**config.mk**
```make
export PLATFORM = sky130hd
export DESIGN_NAME = dual_issue_scoreboard
export DESIGN_NICKNAME = d
export VERILOG_FILES = /design/src/rtl/dual_issue_scoreboard.sv
export SDC_FILE = /design/constraint.sdc
export NUM_CORES = 1
export LEC_CHECK = 0
export ABC_AREA = 1
export CAP_MARGIN = 25
export CORE_ASPECT_RATIO = 0.9
export CORE_UTILIZATION = 60
export DETAILED_ROUTE_END_ITERATION = 8
export PLACE_DENSITY = 0.9
export REMOVE_ABC_BUFFERS = 1
export SLEW_MARGIN = 20
export SYNTH_ARGS = -nofsm -noshare
export SYNTH_HDL_FRONTEND = slang
export SYNTH_SLANG_ARGS = --single-unit
```
**constraint.sdc**
```tcl
create_clock -name clk -period 5.65 [get_ports clk]
set_clock_uncertainty 0.15 [all_clocks]
set_input_delay 0.8475 -clock clk [delete_from_list [all_inputs] [get_ports clk]]
set_output_delay 0.8475 -clock clk [all_outputs]
set_load 0.01 [all_outputs]
```
**src/rtl/dual_issue_scoreboard.sv**
```systemverilog
// Dual-issue register scoreboard: tracks pending writes, decides which of two
// in-order decode lanes may issue, counts lane-1 stalls and flags writebacks
// to registers that had no write pending.
module dual_issue_scoreboard #(
  parameter int NREG  = 32,
  parameter int CNT_W = 16
) (
  input  logic             clk,
  input  logic             rst_n,
  input  logic             instr1_valid,
  input  logic [4:0]       instr1_rs1_address,
  input  logic [4:0]       instr1_rs2_address,
  input  logic [4:0]       instr1_rd_address,
  input  logic             instr1_rd_we,
  input  logic             instr2_valid,
  input  logic [4:0]       instr2_rs1_address,
  input  logic [4:0]       instr2_rs2_address,
  input  logic [4:0]       instr2_rd_address,
  input  logic             instr2_rd_we,
  input  logic             wb1_WE,
  input  logic [4:0]       wb1_rd_address,
  input  logic             wb2_WE,
  input  logic [4:0]       wb2_rd_address,
  output logic             instr1_issue,
  output logic             instr2_issue,
  output logic [NREG-1:0]  busy,
  output logic [CNT_W-1:0] stall_cycles,
  output logic             wb_error
);

  // Registers addressable through a 5-bit field; anything beyond NREG reads idle.
  localparam int NV = (NREG < 32) ? NREG : 32;

  logic [31:0]     busy_view;
  logic            hazard1;
  logic            hazard2;
  logic            pair_raw;
  logic            pair_waw;
  logic            wb_bad;
  logic [NREG-1:0] busy_next;

  // 32-entry view of the busy vector so any 5-bit address can be looked up; x0 is never busy.
  always_comb begin
    busy_view = '0;
    for (int i = 1; i < NV; i++) begin
      busy_view[i] = busy[i];
    end
  end

  // Hazards use registered busy only, so a writeback frees a register one cycle later.
  always_comb begin
    hazard1  = busy_view[instr1_rs1_address] | busy_view[instr1_rs2_address] |
               (instr1_rd_we & (instr1_rd_address != 5'd0) & busy_view[instr1_rd_address]);
    hazard2  = busy_view[instr2_rs1_address] | busy_view[instr2_rs2_address] |
               (instr2_rd_we & (instr2_rd_address != 5'd0) & busy_view[instr2_rd_address]);
    pair_raw = instr1_rd_we & (instr1_rd_address != 5'd0) &
               ((instr2_rs1_address == instr1_rd_address) |
                (instr2_rs2_address == instr1_rd_address));
    pair_waw = instr1_rd_we & instr2_rd_we & (instr1_rd_address != 5'd0) &
               (instr1_rd_address == instr2_rd_address);
  end

  assign instr1_issue = rst_n & instr1_valid & ~hazard1;
  assign instr2_issue = rst_n & instr2_valid & instr1_issue & ~hazard2 & ~pair_raw & ~pair_waw;

  // Next busy vector: writebacks clear first, then issues set so a set wins on a collision.
  always_comb begin
    busy_next = busy;
    for (int i = 1; i < NV; i++) begin
      if (wb1_WE && (wb1_rd_address == 5'(i))) busy_next[i] = 1'b0;
      if (wb2_WE && (wb2_rd_address == 5'(i))) busy_next[i] = 1'b0;
      if (instr1_issue && instr1_rd_we && (instr1_rd_address == 5'(i))) busy_next[i] = 1'b1;
      if (instr2_issue && instr2_rd_we && (instr2_rd_address == 5'(i))) busy_next[i] = 1'b1;
    end
    busy_next[0] = 1'b0;
  end

  // A writeback is erroneous when it targets a nonzero register with no pending write.
  always_comb begin
    wb_bad = (wb1_WE & (wb1_rd_address != 5'd0) & ~busy_view[wb1_rd_address]) |
             (wb2_WE & (wb2_rd_address != 5'd0) & ~busy_view[wb2_rd_address]);
  end

  // State registers: busy vector, sticky error flag and saturating lane-1 stall counter.
  always_ff @(posedge clk or negedge rst_n) begin
    if (!rst_n) begin
      busy         <= '0;
      stall_cycles <= '0;
      wb_error     <= 1'b0;
    end else begin
      busy <= busy_next;
      if (wb_bad) wb_error <= 1'b1;
      if (instr1_valid && !instr1_issue && !(&stall_cycles)) begin
        stall_cycles <= stall_cycles + CNT_W'(1);
      end
    end
  end

endmodule

```
==> flow_metrics.tcl, run 1 <==
set metrics [dict create \
    status "finished, final reports clean" \
    cts_hold_buffers 0 \
    h-tree-depth 2 \
    remaining_global_route_overflow 0 \
    route.detailed.drc 0 \
    power_switching_mw 0.8868 \
    synth.most_common_cell "nand2_1" \
    detailed_place_hpwl_um 18850 \
    async_reset_ff_frac 1.000 \
    via_count_of_the_first_global_routing_pass 7519 \
    share_of_post_route_cells_with_drive_strength_above_1 0.02752 \
    initial_utilization 0.6263 \
    power_density_relative_to_cell_area_mw_per_mm2 253.4 \
    drt_pass1_iterations 9 \
    yosys_register_bits 48 \
    floorplan.die.height_um 97.88 \
    weighted_congestion_at_the_end_of_routability_driven_global_placement 1.115 \
    final_ant_viol_nets 0 \
    viasPerCell 6.592 \
    core_area_mm2 0.009784 \
    finalNonFillerCells 1289 \
    pin_count_of_the_biggest_net_entering_global_routing 65 \
    clock_power_share 0.178 \
    filler_cell_count 895 \
    area_of_placed_instances_mm2 0.007028 \
    timing.reg2reg.setup_slack_ps 2390 \
    slew-limit-headroom 0.3881 \
    post-cts-setup-buffer-count 0 \
    floorplan.rows 34 \
    fin_nets 1211 \
    synthTopCellsByArea "dfrtp_1 20%, nand2_1 19%, nand3_1 10%" \
    finalHoldViolations 0 \
    cts_resized 0 \
    crit_fanout 17 \
    design_area_mm2 0.007196 \
    cellInternalPower_mw 0.9365 \
    design.die.area_mm2 0.01062 \
    worstSetupStartpointType "input pin" \
    numPlacedInstances 1279 \
    design_power_total_mw 1.823 \
    setup-tns-final_ps 0 \
    netlist_area_mm2 0.006128 \
    synth_edf_count 0 \
    part_of_the_power_in_registers 0.311 \
    cts.sinks 48 \
    min-delay-path-class "reg -> reg" \
    antenna-diode-count 0 \
    ys_top_cells_by_count "318 x nand2_1, 136 x nor2_1, 131 x inv_1" \
    avgSynthCellArea_um2 5.551 \
    grt_pass1_wl_um 40670 \
    tritoncts "yes" \
    critPathArrivalTime_ps 3880 \
    comb_power_share 0.511 \
    place.port_buffers 97 \
    min_period_over_period 0.8641 \
    irDropWorstVdd_v 0.0002155 \
    synth.yosys.warnings 0 \
    criticalPathCategory "in -> out" \
    timing.final.setup_violations 0 \
    seq_area_frac_synth 0.1960 \
    skew_pair_late_insertion_delay_ps 290 \
    power.static_leakage_nw 3.427 \
    cts.root.buffer_cell "clkbuf_16" \
    synth_top_flop_cell "dfrtp_1" \
    swShare 0.4863 \
    wirelength_um 26560 \
    max_clock_freq_ghz 0.2048 \
    worstSetupEndpointType "output port" \
    post-synth-top-area-cell "dfrtp_1" \
    initialDrtViolationCount 1636 \
    antenna_found_initial 0 \
    period_needed_ps 4882 \
    synth_cell_types 35 \
    clkTransAtPathRegs_ps 70 \
    synth.top_cell.area_share 0.1960 \
    route.detailed.wl_per_inst_um 20.61 \
    die_x_um 108.5 \
    worst-endpoint-required_ps 4650 \
    clk_path_buf_depth 2 \
    rsz_0062_raised_after_global_routing "no" \
    numCtsBuffers 5 \
    netlist_instances 1104 \
    top_level_ports 99 \
    slew_violations 0 \
    via_count 8497 \
    grt_total_usage 0.5008 \
    maxCapViolCount 0 \
    syn2layout_area_growth_pct 17.42 \
    tightestPinTransition_ps 914.9 \
]
layout by cell type, fill, tap and decap left out, types with 12 or more instances in the layout:
| master | n |
|---|---|
| o22ai_1 | 25 |
| nand4_1 | 34 |
| nand2_1 | 318 |
| o21ai_0 | 58 |
| clkdlybuf4s50_1 | 96 |
| buf_4 | 12 |
| o211ai_1 | 17 |
| nor3_1 | 33 |
| nor2_1 | 136 |
| inv_1 | 131 |
| a221o_1 | 26 |
| xor2_1 | 17 |
| nand3_1 | 126 |
| a21oi_1 | 39 |
| dfrtp_1 | 48 |
worst max-delay path, cell delays in order:
cell             delay [ps]
clkdlybuf4s50_1         680
nand2_1                 520
nor2_1                   80
a21oi_1                 160
nand2_1                  80
nand2_1                  60
nand2_1                  60
nor2_1                   90
nand2_1                  60
nand3_1                 140
nand2_1                  90
nor4_1                  400
clkdlybuf4s50_1         620
cell type report:
| type | count | area, um2 | area share |
|---|---|---|---|
| multi-input combinational | 856 | 4095 | 0.5691 |
| sequential | 48 | 1201 | 0.1669 |
| timing repair buffer | 109 | 1056 | 0.1468 |
| inverter | 142 | 533.0 | 0.07407 |
| tap | 126 | 157.7 | 0.02191 |
| clock buffer | 6 | 138.9 | 0.01930 |
| clock inverter | 2 | 13.76 | 0.001913 |
path summary, 6_finish.rpt:
kind                                 startpoint                          end  cells after the start
hold reg to reg            wb_error$_DFFE_PN0P_         wb_error$_DFFE_PN0P_                      1
setup / recovery           instr2_rd_address[0]                 instr2_issue                     13
max in group asynchronous                 rst_n         busy[24]$_DFFE_PN0P_                      2
setup reg to reg            busy[2]$_DFFE_PN0P_  stall_cycles[5]$_DFFE_PN0P_                     14
min in group asynchronous                 rst_n         busy[22]$_DFFE_PN0P_                      2
hold / removal             wb_error$_DFFE_PN0P_         wb_error$_DFFE_PN0P_                      1
sequential cells by signal, indices dropped and copies added (netlist names):
name	cells
busy	31
stall_cycles	16
wb_error	1
cells by family (layout without fill, tap and decap cells):
group | after synthesis | count (layout) | share of synthesized area
buffers and inverters | 200 | 259 | 0.1366
other | 1 | 1 | 0.0006119
XOR/XNOR | 19 | 19 | 0.02715
AO/OA/AOI/OAI | 177 | 177 | 0.1833
flip-flops | 48 | 48 | 0.1960
adder cells (fa/ha/maj) | 1 | 1 | 0.002041
AND/OR/NAND/NOR | 658 | 658 | 0.4543
layer usage:
layer	share of wire	global-route usage
met1	0.36	0.6721
met2	0.39	0.7016
met3	0.18	0.1622
met4	0.070	0.2817
met5	0	0
power by group through the flow:
stage               clock [mW]  combinational, mW  sequential [mW]
global route             0.328              0.987            0.560
CTS                      0.319              0.883            0.548
finish                   0.325              0.931            0.567
detailed placement           0              0.876            0.554
global placement             0              0.864            0.553
floorplan                    0              0.429            0.530
stage by stage:
step | worst slack, ps | utilization | hold slack (ps)
floorplan | 1636 | - | 358.0
global placement | 1030 | 0.7183 | 307.5
detailed placement | 980.0 | 0.7183 | 313.3
CTS | 938.8 | 0.7339 | 333.3
global route | 639.6 | 0.7354 | 360.2
finish | 767.9 | 0.7354 | 334.2
Note: power is estimated with default switching activity, not from simulation.
==> inputs of run 2 (changes only) <==
- CORE_MARGIN: unset -> 3
==> run 2 against run 1 <==
The flow now finishes with violations (design-rule violations); first-iteration DRC count rose by 7.9%; utilization fell by 0.19 points; final area rose by 0.17%; sequential cell count did not move; count of clock-buffer cells in the layout did not move; non-clock buffer count rose by 2; via count rose by 0.16%; sequential power rose by 1%; critical path depth fell by 2.
==> flow_metrics.tcl, run 2 (synthesis gave the netlist of run 1 again) <==
set metrics [dict create \
    period_needed_ps 4882 \
    core_area_mm2 0.009827 \
    criticalPathCategory "in -> out" \
    slew_violations 0 \
    die_x_um 112.5 \
    cp_num_buf_inv 3 \
    share_of_post_route_cells_with_drive_strength_above_1 0.02921 \
    syn2layout_area_growth_pct 17.62 \
    commonest_cells_after_routing_fill_and_taps_aside "318 x nand2_1, 135 x nor2_1, 131 x inv_1" \
    slew-limit-headroom 0.3032 \
    setup-tns-final_ps 0 \
    slowest_stage "clkdlybuf4s50_1" \
    weighted_congestion_at_the_end_of_routability_driven_global_placement 1.046 \
    post-cts-setup-buffer-count 0 \
    initial_utilization 0.6236 \
    timing.final.setup_violations 0 \
    clkTransAtPathRegs_ps 70 \
    finalHoldViolations 0 \
    fin_nets 1213 \
    h-tree-depth 2 \
    cts_hold_buffers 0 \
    cp_common_cell "nand2_1" \
    cts.sinks 48 \
    irDropWorstVdd_v 0.0001962 \
    maxCapViolCount 0 \
    violated_checks "design-rule violations" \
    worstSetupStartpointType "input pin" \
    wirelength_um 26740 \
    worstPathCellList "clkdlybuf4s50_1 -> nand2_1 -> inv_1 -> nand2_1 -> nand3_1 -> a21oi_1 -> nand4_1 -> nand3_1 -> nand2_1 -> nor4_1 -> clkdlybuf4s50_1" \
    power.static_leakage_nw 3.432 \
    design.die.area_mm2 0.01146 \
    critPathArrivalTime_ps 3880 \
    grt_total_usage 0.4545 \
    place.port_buffers 97 \
    tritoncts "yes" \
    grt_pass1_wl_um 40920 \
    initialDrtViolationCount 1766 \
    crit_fanout 17 \
    via_count_of_the_first_global_routing_pass 7503 \
    tightestPinTransition_ps 1041 \
    layout_commonest_cell "nand2_1" \
    power_density_relative_to_cell_area_mw_per_mm2 251.9 \
    numCtsBuffers 5 \
    remaining_global_route_overflow 0 \
    rsz_0062_raised_after_global_routing "no" \
    via_count 8511 \
    top_level_ports 99 \
    worst-endpoint-required_ps 4650 \
    min-delay-path-class "reg -> reg" \
    cts_resized 0 \
    route.detailed.wl_per_inst_um 20.73 \
    antenna-diode-count 0 \
    skew_pair_late_insertion_delay_ps 300 \
    cp_slowest_stage_delay_ps 700 \
    viasPerCell 6.598 \
    filler_cell_count 898 \
    detailed_place_hpwl_um 19170 \
    route.detailed.drc 2 \
    final_ant_viol_nets 0 \
    timing.reg2reg.setup_slack_ps 2440 \
    drt_pass1_iterations 9 \
    registers.top_by_ff_count "busy" \
    critPathTopFamily "simple AND/OR/NAND/NOR gates" \
    max_clock_freq_ghz 0.2049 \
    floorplan.die.height_um 101.9 \
    design_power_total_mw 1.816 \
    antenna_found_initial 1 \
    clk_path_buf_depth 2 \
    pin_count_of_the_biggest_net_entering_global_routing 65 \
    worstSetupEndpointType "output port" \
    largest_registers "busy x31, stall_cycles x16, wb_error x1" \
    status "finished, violations left" \
    min_period_over_period 0.8640 \
    cts.root.buffer_cell "clkbuf_16" \
    floorplan.rows 34 \
    number_of_flip_flops_under_the_largest_register_name 31 \
]
run 2: cell types whose count changed in the layout (fill, tap and decap cells not counted):
cell      change
buf_4         +2
clkinv_2      -1
nor2_1        -1
clkinv_4      +1
nor2_2        +1
inv_6         -1
run 2: path summary, 6_finish.rpt:
kind / to / cells past startpoint / startpoint
min in group asynchronous: stall_cycles[11]$_DFFE_PN0P_ / 2 / rst_n
worst max-delay path: instr2_issue / 11 / instr2_rd_address[0]
worst min-delay path: wb_error$_DFFE_PN0P_ / 1 / wb_error$_DFFE_PN0P_
worst max register to register: busy[28]$_DFFE_PN0P_ / 12 / busy[11]$_DFFE_PN0P_
max in group asynchronous: busy[13]$_DFFE_PN0P_ / 2 / rst_n
worst min register to register: wb_error$_DFFE_PN0P_ / 1 / wb_error$_DFFE_PN0P_
run 2: where the power goes:
group	switching, mW	internal, mW	leakage (nW)
logic	0.584	0.345	2.74
registers	0.158	0.415	0.621
clock network	0.138	0.175	0.0729
total	0.881	0.935	3.43
run 2: metrics by stage:
| stage | setup WS (ps) | instance area [um2] | hold slack [ps] | cells | util |
|---|---|---|---|---|---|
| finish | 768.5 | 7208 | 342.6 | 1290 | 0.7335 |
| global route | 679.2 | 7208 | 344.1 | 1290 | 0.7335 |
| CTS | 939.6 | 7201 | 333.9 | 1289 | 0.7327 |
| detailed placement | 958.4 | 7053 | 313.8 | 1282 | 0.7177 |
| global placement | 941.7 | 7053 | 313.2 | 1282 | 0.7177 |
| floorplan | 1636 | 5824 | 358.0 | 1046 | - |
run 2: layout make-up:
cell class | instances | area [um2] | area share
multi-input cells | 856 | 4098 | 0.5685
flip-flops and latches | 48 | 1201 | 0.1666
repair buffers | 111 | 1071 | 0.1486
inverters | 142 | 533.0 | 0.07395
well taps | 126 | 157.7 | 0.02187
clock buffers | 6 | 138.9 | 0.01927
clock inverters | 1 | 8.758 | 0.001215
run 2: routing by layer:
layer	vias to the layer above	track usage	wire, um
li1	3785	-	-
met1	3728	0.6107	9703
met2	813	0.6395	10370
met3	183	0.1865	5004
met4	2	0.2070	1659
met5	-	0	7
